[src/rtl/minibyte_pkg.sv]
// minibyte_pkg: shared types and constants for the minibyte memory interface.
//   BUS_W          - width of the external multiplexed address/data bus
//   RD_TIMEOUT_VAL - read data returned when an access times out
//   state_t        - memory sequencer FSM state encoding
package minibyte_pkg;

    localparam int BUS_W = 8;

    localparam logic [BUS_W-1:0] RD_TIMEOUT_VAL = 8'hFF;

    typedef enum logic [1:0] {
        ST_IDLE   = 2'd0,
        ST_ADDR   = 2'd1,
        ST_ACCESS = 2'd2,
        ST_DONE   = 2'd3
    } state_t;

endpackage

[src/rtl/minibyte_genreg.sv]
// minibyte_genreg: general-purpose load-enable register cell.
//   clk_in - clock, rising edge
//   rst_in - asynchronous active-low reset, clears q_out
//   set_in - load d_in on the next rising edge
//   d_in   - data to load
//   q_out  - held register value
module minibyte_genreg #(
    parameter int W = 8
) (
    input  logic         clk_in,
    input  logic         rst_in,
    input  logic         set_in,
    input  logic [W-1:0] d_in,
    output logic [W-1:0] q_out
);

    always_ff @(posedge clk_in or negedge rst_in) begin
        if (!rst_in)
            q_out <= '0;
        else if (set_in)
            q_out <= d_in;
    end

endmodule

[src/rtl/minibyte_memif.sv]
// minibyte_memif: memory bus sequencer for the minibyte CPU.
// Accepts one read/write request in IDLE and runs it on an 8-bit multiplexed
// address/data bus as ADDR (address + ALE) -> ACCESS (strobe, wait for ready)
// -> DONE (done pulse, bus turnaround) -> IDLE.
// Ports:
//   clk_in, rst_in          - clock, async active-low reset
//   req_in, we_in           - request strobe and direction (1 = write)
//   addr_in, wdata_in       - access address and write data, latched at accept
//   rdata_out               - last read data (held)
//   done_out, busy_out      - completion pulse, not-idle flag
//   err_out                 - last access timed out (held until next accept)
//   bus_out, bus_in         - multiplexed bus out/in
//   bus_oe_out              - bus pin output enable
//   ale_out, rd_out, wr_out - address latch enable, read and write strobes
//   mem_rdy_in              - memory ready, sampled in ACCESS
module minibyte_memif
    import minibyte_pkg::*;
#(
    parameter int               WAIT_MAX = 15,
    parameter logic [BUS_W-1:0] IDLE_BUS = 8'h00
) (
    input  logic             clk_in,
    input  logic             rst_in,
    input  logic             req_in,
    input  logic             we_in,
    input  logic [BUS_W-1:0] addr_in,
    input  logic [BUS_W-1:0] wdata_in,
    output logic [BUS_W-1:0] rdata_out,
    output logic             done_out,
    output logic             busy_out,
    output logic             err_out,
    output logic [BUS_W-1:0] bus_out,
    input  logic [BUS_W-1:0] bus_in,
    output logic             bus_oe_out,
    output logic             ale_out,
    output logic             rd_out,
    output logic             wr_out,
    input  logic             mem_rdy_in
);

    localparam int            CW       = $clog2(WAIT_MAX + 1);
    localparam logic [CW-1:0] CNT_LAST = CW'(WAIT_MAX - 1);

    state_t           state;
    state_t           state_nxt;
    logic [CW-1:0]    wait_cnt;
    logic             we_q;
    logic             err_q;
    logic [BUS_W-1:0] addr_q;
    logic [BUS_W-1:0] wdata_q;
    logic [BUS_W-1:0] rdata_d;

    logic accept;
    logic in_access;
    logic at_last;
    logic timeout;
    logic acc_end;
    logic rd_load;

    assign accept    = (state == ST_IDLE) && req_in;
    assign in_access = (state == ST_ACCESS);
    assign at_last   = (wait_cnt == CNT_LAST);
    assign timeout   = in_access && !mem_rdy_in && at_last;
    assign acc_end   = in_access && (mem_rdy_in || at_last);
    // Reads load the data latch both on capture and on timeout.
    assign rd_load   = acc_end && !we_q;
    assign rdata_d   = mem_rdy_in ? bus_in : RD_TIMEOUT_VAL;

    minibyte_genreg #(.W(BUS_W)) u_addr_reg (
        .clk_in (clk_in),
        .rst_in (rst_in),
        .set_in (accept),
        .d_in   (addr_in),
        .q_out  (addr_q)
    );

    minibyte_genreg #(.W(BUS_W)) u_wdata_reg (
        .clk_in (clk_in),
        .rst_in (rst_in),
        .set_in (accept),
        .d_in   (wdata_in),
        .q_out  (wdata_q)
    );

    minibyte_genreg #(.W(BUS_W)) u_rdata_reg (
        .clk_in (clk_in),
        .rst_in (rst_in),
        .set_in (rd_load),
        .d_in   (rdata_d),
        .q_out  (rdata_out)
    );

    always_comb begin
        state_nxt = state;
        case (state)
            ST_IDLE:   if (req_in) state_nxt = ST_ADDR;
            ST_ADDR:   state_nxt = ST_ACCESS;
            ST_ACCESS: if (mem_rdy_in || at_last) state_nxt = ST_DONE;
            ST_DONE:   state_nxt = ST_IDLE;
            default:   state_nxt = ST_IDLE;
        endcase
    end

    always_ff @(posedge clk_in or negedge rst_in) begin
        if (!rst_in) begin
            state    <= ST_IDLE;
            wait_cnt <= '0;
            we_q     <= 1'b0;
            err_q    <= 1'b0;
        end else begin
            state <= state_nxt;
            if (accept)
                we_q <= we_in;
            // Counter is cleared on the way into ACCESS and counts
            // not-ready cycles while there.
            if (state == ST_ADDR)
                wait_cnt <= '0;
            else if (in_access && !mem_rdy_in && !at_last)
                wait_cnt <= wait_cnt + CW'(1);
            if (accept)
                err_q <= 1'b0;
            else if (timeout)
                err_q <= 1'b1;
        end
    end

    assign err_out  = err_q;
    assign busy_out = (state != ST_IDLE);
    assign done_out = (state == ST_DONE);

    // Moore decode: strobes and bus drive depend only on state and the
    // latched request, so an async reset drops them immediately.
    always_comb begin
        bus_out    = IDLE_BUS;
        bus_oe_out = 1'b0;
        ale_out    = 1'b0;
        rd_out     = 1'b0;
        wr_out     = 1'b0;
        case (state)
            ST_ADDR: begin
                bus_out    = addr_q;
                bus_oe_out = 1'b1;
                ale_out    = 1'b1;
            end
            ST_ACCESS: begin
                if (we_q) begin
                    bus_out    = wdata_q;
                    bus_oe_out = 1'b1;
                    wr_out     = 1'b1;
                end else begin
                    rd_out = 1'b1;
                end
            end
            default: ;
        endcase
    end

endmodule
[config.mk]
export PLATFORM = sky130hd
export DESIGN_NAME = minibyte_memif
export DESIGN_NICKNAME = d
export VERILOG_FILES = /design/src/rtl/minibyte_pkg.sv /design/src/rtl/minibyte_genreg.sv /design/src/rtl/minibyte_memif.sv
export SDC_FILE = /design/constraint.sdc
export NUM_CORES = 1
export LEC_CHECK = 0
export ABC_AREA = 1
export CORE_ASPECT_RATIO = 1.4
export CORE_MARGIN = 8
export CORE_UTILIZATION = 33
export CTS_CLUSTER_DIAMETER = 120
export DETAILED_ROUTE_END_ITERATION = 8
export DONT_BUFFER_PORTS = 1
export GPL_TIMING_DRIVEN = 0
export HOLD_SLACK_MARGIN = 0.05
export MAX_ROUTING_LAYER = met4
export SLEW_MARGIN = 30
export SYNTH_ARGS = -nofsm -noshare
export SYNTH_HDL_FRONTEND = slang
export SYNTH_SLANG_ARGS = --single-unit
[constraint.sdc]
create_clock -name clk_in -period 1.2 [get_ports clk_in]
set_input_delay 0.18 -clock clk_in [delete_from_list [all_inputs] [get_ports clk_in]]
set_output_delay 0.18 -clock clk_in [all_outputs]
set_load 0.05 [all_outputs]
==> results of run 1 <==
how the worst max path moves through the flow:
stage | cells after the start | startpoint | to
floorplan | 4 | state[1] | bus_oe_out
global placement | 4 | state[1] | bus_oe_out
detailed placement | 4 | state[1] | bus_out[2]
CTS | 6 | state[0] | bus_out[3]
global route | 6 | state[0] | bus_out[7]
finish | 5 | state[1] | bus_out[4]
stage by stage:
step / utilization / setup TNS (ns) / area (um^2) / cells / hold WS [ns]
global placement: 0.3973 / -11.33 / 1773 / 252 / -0.1145
finish: 0.5722 / -18.12 / 2554 / 302 / 0.05203
floorplan: - / -5.995 / 1695 / 190 / -0.1156
global route: 0.5722 / -20.90 / 2554 / 302 / 0.05813
detailed placement: 0.3973 / -12.12 / 1773 / 252 / -0.1144
CTS: 0.5414 / -16.38 / 2416 / 296 / 0.05066
synthesized netlist by cell type (all sizes together):
| cell | count |
|---|---|
| a21oi | 18 |
| buf | 3 |
| clkinv | 1 |
| dfrtp | 32 |
| ha | 6 |
| inv | 20 |
| nand2 | 85 |
| nand3 | 3 |
| nand4 | 3 |
| nor2 | 14 |
| nor3 | 1 |
| o21ai | 2 |
| or2 | 2 |
state kept, by name (all words and copies together), names as in the netlist:
register,flops
u_wdata_reg.q_out,8
u_rdata_reg.q_out,8
we_q,1
err_out,1
u_addr_reg.q_out,8
state,2
wait_cnt,4
where the power goes:
part	switching, W	leakage, nW	total (W)	internal [W]
logic	0.00246	0.800	0.00395	0.00148
registers	0.000868	0.387	0.00240	0.00153
clock network	0.000421	0.0445	0.000887	0.000466
total	0.00375	1.23	0.00724	0.00348
per-layer routing:
metal / vias to the layer above / track usage / part of all wire
li1: 684 / - / -
met1: 676 / 0.1478 / 0.38
met2: 42 / 0.2685 / 0.55
met3: 5 / 0.04067 / 0.064
met4: 0 / 0.05360 / 0.0074
met5: - / - / 0
area by class of cell:
cell class                      instances  area (um^2)
Timing Repair Buffer                   40        440.4
Fill cell                             371         1909
Clock inverter                          1        7.507
Tap cell                               62        77.57
Clock buffer                            7        86.33
Inverter                               21        128.9
Multi-Input combinational cell        134        947.2
Timing Repair inverter                  2        17.52
Buffer                                  3        45.04
Sequential cell                        32        803.3
what timing repair did:
action                                  4_1_cts  5_1_grt
pin swaps                                    13       14
resized for setup                            43       24
hold endpoints to repair                     51        4
hold buffers                                 21        4
endpoints found under the setup margin       46       46
setup buffers                                11        2
cloned                                        4        0
logic make-up after synthesis:
| group | after synthesis | share of synthesized area |
|---|---|---|
| simple gates | 108 | 0.2923 |
| flops | 32 | 0.5285 |
| buf+inv | 24 | 0.06358 |
| compound gates | 20 | 0.06606 |
| fa+ha+maj | 6 | 0.04954 |
==> flow_summary.yaml, run 1 <==
status:
  status: "finished with violations"
  violations: "negative setup slack"
worst_setup_path:
  worstPathRequired_ns: 1.02
  critPathCaptureType: "primary output"
  cpPeakStageDelay_ns: 0.42
  crit_buf_inv: 2
  r2r_setup_slack_ns: -0.53
  rr_worst_depth: 8
  cp-start-kind: "flip-flop"
  path_max_fanout: 5
  timing.rr.end: "u_rdata_reg.q_out[1]"
  r2r-start: "state[0]"
  criticalPathCategory: "reg -> out"
  worstPathArrival_ns: 1.65
  slowest_stage: "dfrtp_2"
  crit_chain: "inv_2, ha_4, buf_16, nand2_4, a21oi_4"
  cp_top_family: "flip-flops"
timing:
  rsz0062_at_grt: "true"
  setup_violations: 46
  fin_skew_ns: 0.004219
  drv_slew: 0
  maxSlewHeadroom: 0.6712
  worst_pin_slew_ns: 0.4932
  fin_crit_ns: 1.828
  period_share: 1.523
  max_freq_mhz: 547.0
  layout_setup_ws_ns: -0.6280
  hold_violations: 0
cells_and_area:
  final_cell_mix: "58 x nand2_1, 30 x dfrtp_1, 24 x dlygate4sd3_1, 14 x nand2_2"
  syn2layout_area_growth_pct: 68.54
  nNetsFinal: 274
  final_common_cell: "nand2_1"
  drive_gt1_frac: 0.3792
  num_antenna_cells: 0
yosys:
  syn_nets: 225
  synth_top_cell_area_share: 0.5285
  yosys-top-cells-area: "dfrtp_1 53%, nand2_1 20%, a21oi_1 5.9%"
  netlist_area_um2: 1515
  yosys_warnings: 0
  synth_seq_cells: 32
  syn_avg_cell_area_um2: 7.975
  ys_seq_area_frac: 0.5285
  syn_inst: 190
  synth_top_area_cell: "dfrtp_1"
  ys_types: 18
placement:
  place_ws_ns: -0.4213
  gp_congestion: 0.7949
  dp_hpwl_um: 2841
  portBuffers: 0
detailed_routing:
  drtIter0Drc: 46
  dr.pass1.iters: 4
  drc: 0
  via_per_inst: 4.659
  final_antenna_net_count: 0
  wl_um: 4610
  vias: 1407
  wl_per_cell_um: 15.26
global_routing:
  grt_pass1_wl_um: 7734
  grt_usage: 0.1483
  grt_max_degree: 33
  grt_pass1_vias: 1617
  overflow: 0
  antenna_found_initial: 0
clock_tree:
  clkTransAtPathRegs_ns: 0.07
  cts_tree: "done"
  htree_num_levels: 2
  clock-root-buffer: "clkbuf_8"
  cts_buffer_depth: 2
  insertion_delay_ns: 0.28
  clock-sinks: 32
  numCtsBuffers: 5
floorplanning:
  core-area_um2: 4463
  initial_core_util: 0.3395
  die_area_um2: 7047
  die_h_um: 96.18
  top_level_ports: 52
  fp.dieW_um: 73.27
  rows: 29
min_path:
  hp-class: "in -> reg"
  min_to: "u_rdata_reg.q_out[7]"
  hold_path_startpoint: "bus_in[7]"
  whs_path_depth: 2
pwr:
  peakVddDrop_v: 0.001501
  power_w: 0.007239
  power_density_nw_per_um2: 2835
  p_leak_nw: 1.231
run:
  drv_cap: 0
Power figures use the tool's default switching activity.
==> run 2: changes to the inputs <==
- ABC_AREA: 1 -> unset
==> run 2 against run 1 <==
Sequential power increased by 2%. Synthesized area decreased by 2.8%. Worst hold slack improved by 0.012 ns. Critical path type unchanged. The flow still finishes with violations (negative setup slack). Total power increased by 5.5%. Register-to-register slack got worse by 0.08 ns. Count of clock-buffer cells in the layout unchanged. Utilization decreased by 0.94 points.
==> flow_summary.yaml, run 2 <==
status:
  status: "finished with violations"
  violations: "negative setup slack"
pwr:
  internal_power_w: 0.004333
  power.switching_w: 0.003307
  pwr-share-clk: 0.116
  p_leak_nw: 1.088
  power_frac_seq: 0.320
  p_comb_frac: 0.564
  power_density_nw_per_um2: 3067
  swShare: 0.4329
  peakVddDrop_v: 0.001472
yosys:
  synth_top_cell_area_share: 0.5438
  ys_seq_area_frac: 0.5438
  postSynth.asyncResetShare: 1.000
  synth_top_area_cell: "dfrtp_1"
  yosys_warnings: 0
  syn_inst: 115
  ys_top_cells_by_count: "32 x dfrtp_1, 17 x mux2_2, 10 x o22a_1, 9 x nor2b_1, 8 x a22oi_1"
  synth.most_common_cell: "dfrtp_1"
  syn_nets: 150
  yosys-top-cells-area: "dfrtp_1 54%, mux2_2 13%, o22a_1 5.9%"
  synth_edf_count: 0
  synth_seq_cells: 32
  ys_types: 26
  syn_avg_cell_area_um2: 12.81
  netlist_area_um2: 1473
  ys.flop_type: "dfrtp_1"
detailed_routing:
  final_antenna_net_count: 0
  drtIter0Drc: 38
  wl_um: 4111
  dr.pass1.iters: 4
  drc: 0
  via_per_inst: 5.105
  wl_per_cell_um: 17.95
  vias: 1169
clock_tree:
  htree_num_levels: 2
  clkTransAtPathRegs_ns: 0.06
  clock-sinks: 32
  numCtsBuffers: 5
  cts_buffer_depth: 2
  cts_tree: "done"
  clock-root-buffer: "clkbuf_8"
  insertion_delay_ns: 0.28
timing:
  fin_crit_ns: 1.883
  period_share: 1.569
  fin_skew_ns: 0.003862
  hold_violations: 0
  rsz0062_at_grt: "true"
  max_freq_mhz: 531.0
  worst_pin_slew_ns: 0.5102
  drv_slew: 0
  layout_setup_ws_ns: -0.6832
  setup_violations: 46
  maxSlewHeadroom: 0.6607
global_routing:
  grt_pass1_wl_um: 6900
  grt_max_degree: 33
  overflow: 0
  grt_usage: 0.1334
  antenna_found_initial: 0
  grt_pass1_vias: 1321
floorplanning:
  rows: 29
  top_level_ports: 52
  fp.dieW_um: 72.46
  die_h_um: 95.04
  initial_core_util: 0.3327
  core-area_um2: 4427
  die_area_um2: 6887
worst_setup_path:
  cp-start-kind: "flip-flop"
  worstPathArrival_ns: 1.70
  crit_chain: "inv_4, ha_4, clkbuf_16, a22oi_2, nor2b_4"
  critPathCaptureType: "primary output"
  slowest_stage: "dfrtp_2"
  criticalPathCategory: "reg -> out"
  r2r-start: "state[1]"
  crit_start: "state[1]"
  cpPeakStageDelay_ns: 0.46
  r2r_setup_slack_ns: -0.61
  worstPathRequired_ns: 1.02
  path_max_fanout: 6
  rr_worst_depth: 6
cells_and_area:
  final_cell_area_um2: 2491
  syn2layout_area_growth_pct: 69.16
  fillers: 381
  num_antenna_cells: 0
  final_cell_mix: "30 x dfrtp_1, 25 x dlygate4sd3_1, 17 x mux2_4, 10 x o22a_1, 10 x buf_4"
  nNetsFinal: 202
  drive_gt1_frac: 0.5030
  largestRegisters: "u_addr_reg.q_out x8, u_rdata_reg.q_out x8, u_wdata_reg.q_out x8"
  final_common_cell: "dfrtp_1"
placement:
  gp_congestion: 0.7002
  portBuffers: 0
  place_ws_ns: -0.6029
  dp_hpwl_um: 2625
  dpl_cell_area_um2: 1737
min_path:
  hold_path_startpoint: "bus_in[0]"
  whs_path_depth: 1
  hp-class: "in -> reg"
run:
  drv_cap: 0
run 2: changes by cell type in the layout (fill, tap and decap cells not counted), sizes merged, moves of 5 or more:
cell   before  now
nand2      85    2
a22oi       0    8
a21oi      18    2
nor2       14    1
mux2        0   18
inv        19    5
o22a        0   10
buf        19   24
nor2b       0    9
run 2: worst paths after layout:
check / endpoint
setup / recovery: bus_out[5]
hold / removal: u_rdata_reg.q_out[0]
setup reg to reg: state[1]
hold reg to reg: u_wdata_reg.q_out[4]
max in group asynchronous: u_rdata_reg.q_out[3]
min in group asynchronous: err_out
run 2: power by group through the flow:
stage	Combinational, W	Sequential, W	Clock (W)
CTS	0.00417	0.00244	0.000907
global placement	0.00305	0.00239	0
global route	0.00456	0.00250	0.000966
finish	0.00431	0.00245	0.000883
detailed placement	0.00312	0.00243	0
floorplan	0.00277	0.00232	0
run 2: metal layers:
| layer | part of all wire | global-route usage |
|---|---|---|
| met2 | 0.54 | 0.2221 |
| met5 | 0 | - |
| met3 | 0.050 | 0.04211 |
| met4 | 0.013 | 0.05025 |
| met1 | 0.39 | 0.1453 |
run 2: cell families after synthesis:
family / after synthesis / synth area share
muxes: 18 / 0.1402
DFF: 32 / 0.5438
and+or+nand+nor: 19 / 0.07562
adders and majority gates: 6 / 0.05098
AOI/OAI and AO/OA: 29 / 0.1538
buffers and inverters: 11 / 0.03568
run 2: cell type report:
type                       instances  area, um^2  share of cell area
inverter                           6       31.28             0.01256
buffer                             4       76.32             0.03064
clock buffer                       7       96.34             0.03867
timing repair buffer              46       520.5              0.2089
multi-input combinational         72       885.9              0.3556
tap                               62       77.57             0.03114
sequential                        32       803.3              0.3225
run 2: timing repair:
action / in CTS / in global routing
gates cloned: 3 / 0
endpoints found under the hold margin: 54 / 2
setup buffers: 13 / 5
setup endpoints to repair: 46 / 46
gates resized for setup: 34 / 7
hold buffers: 24 / 2
pin swaps: 10 / 8
run 2: per-stage QoR:
step           TNS (ns)  total power, W  instances  hold WS (ns)    util
3_5_place_dp     -14.88        0.005554        177       -0.1141  0.3923
2_1_floorplan    -9.528        0.005095        115       -0.1156       -
5_1_grt          -22.84        0.008032        229       0.05318  0.5627
3_3_place_gp     -13.36        0.005442        177       -0.1143  0.3923
6_report         -20.28        0.007640        229       0.06437  0.5627
4_1_cts          -19.67        0.007518        223       0.05023  0.5447
run 2: critical path: cells and delay by family (launching register included):
kind / cells / cell delay [ns]
compound gates: 1 / 0.08
fa+ha+maj: 1 / 0.28
flops: 1 / 0.46
buf+inv: 2 / 0.28
simple gates: 1 / 0.32
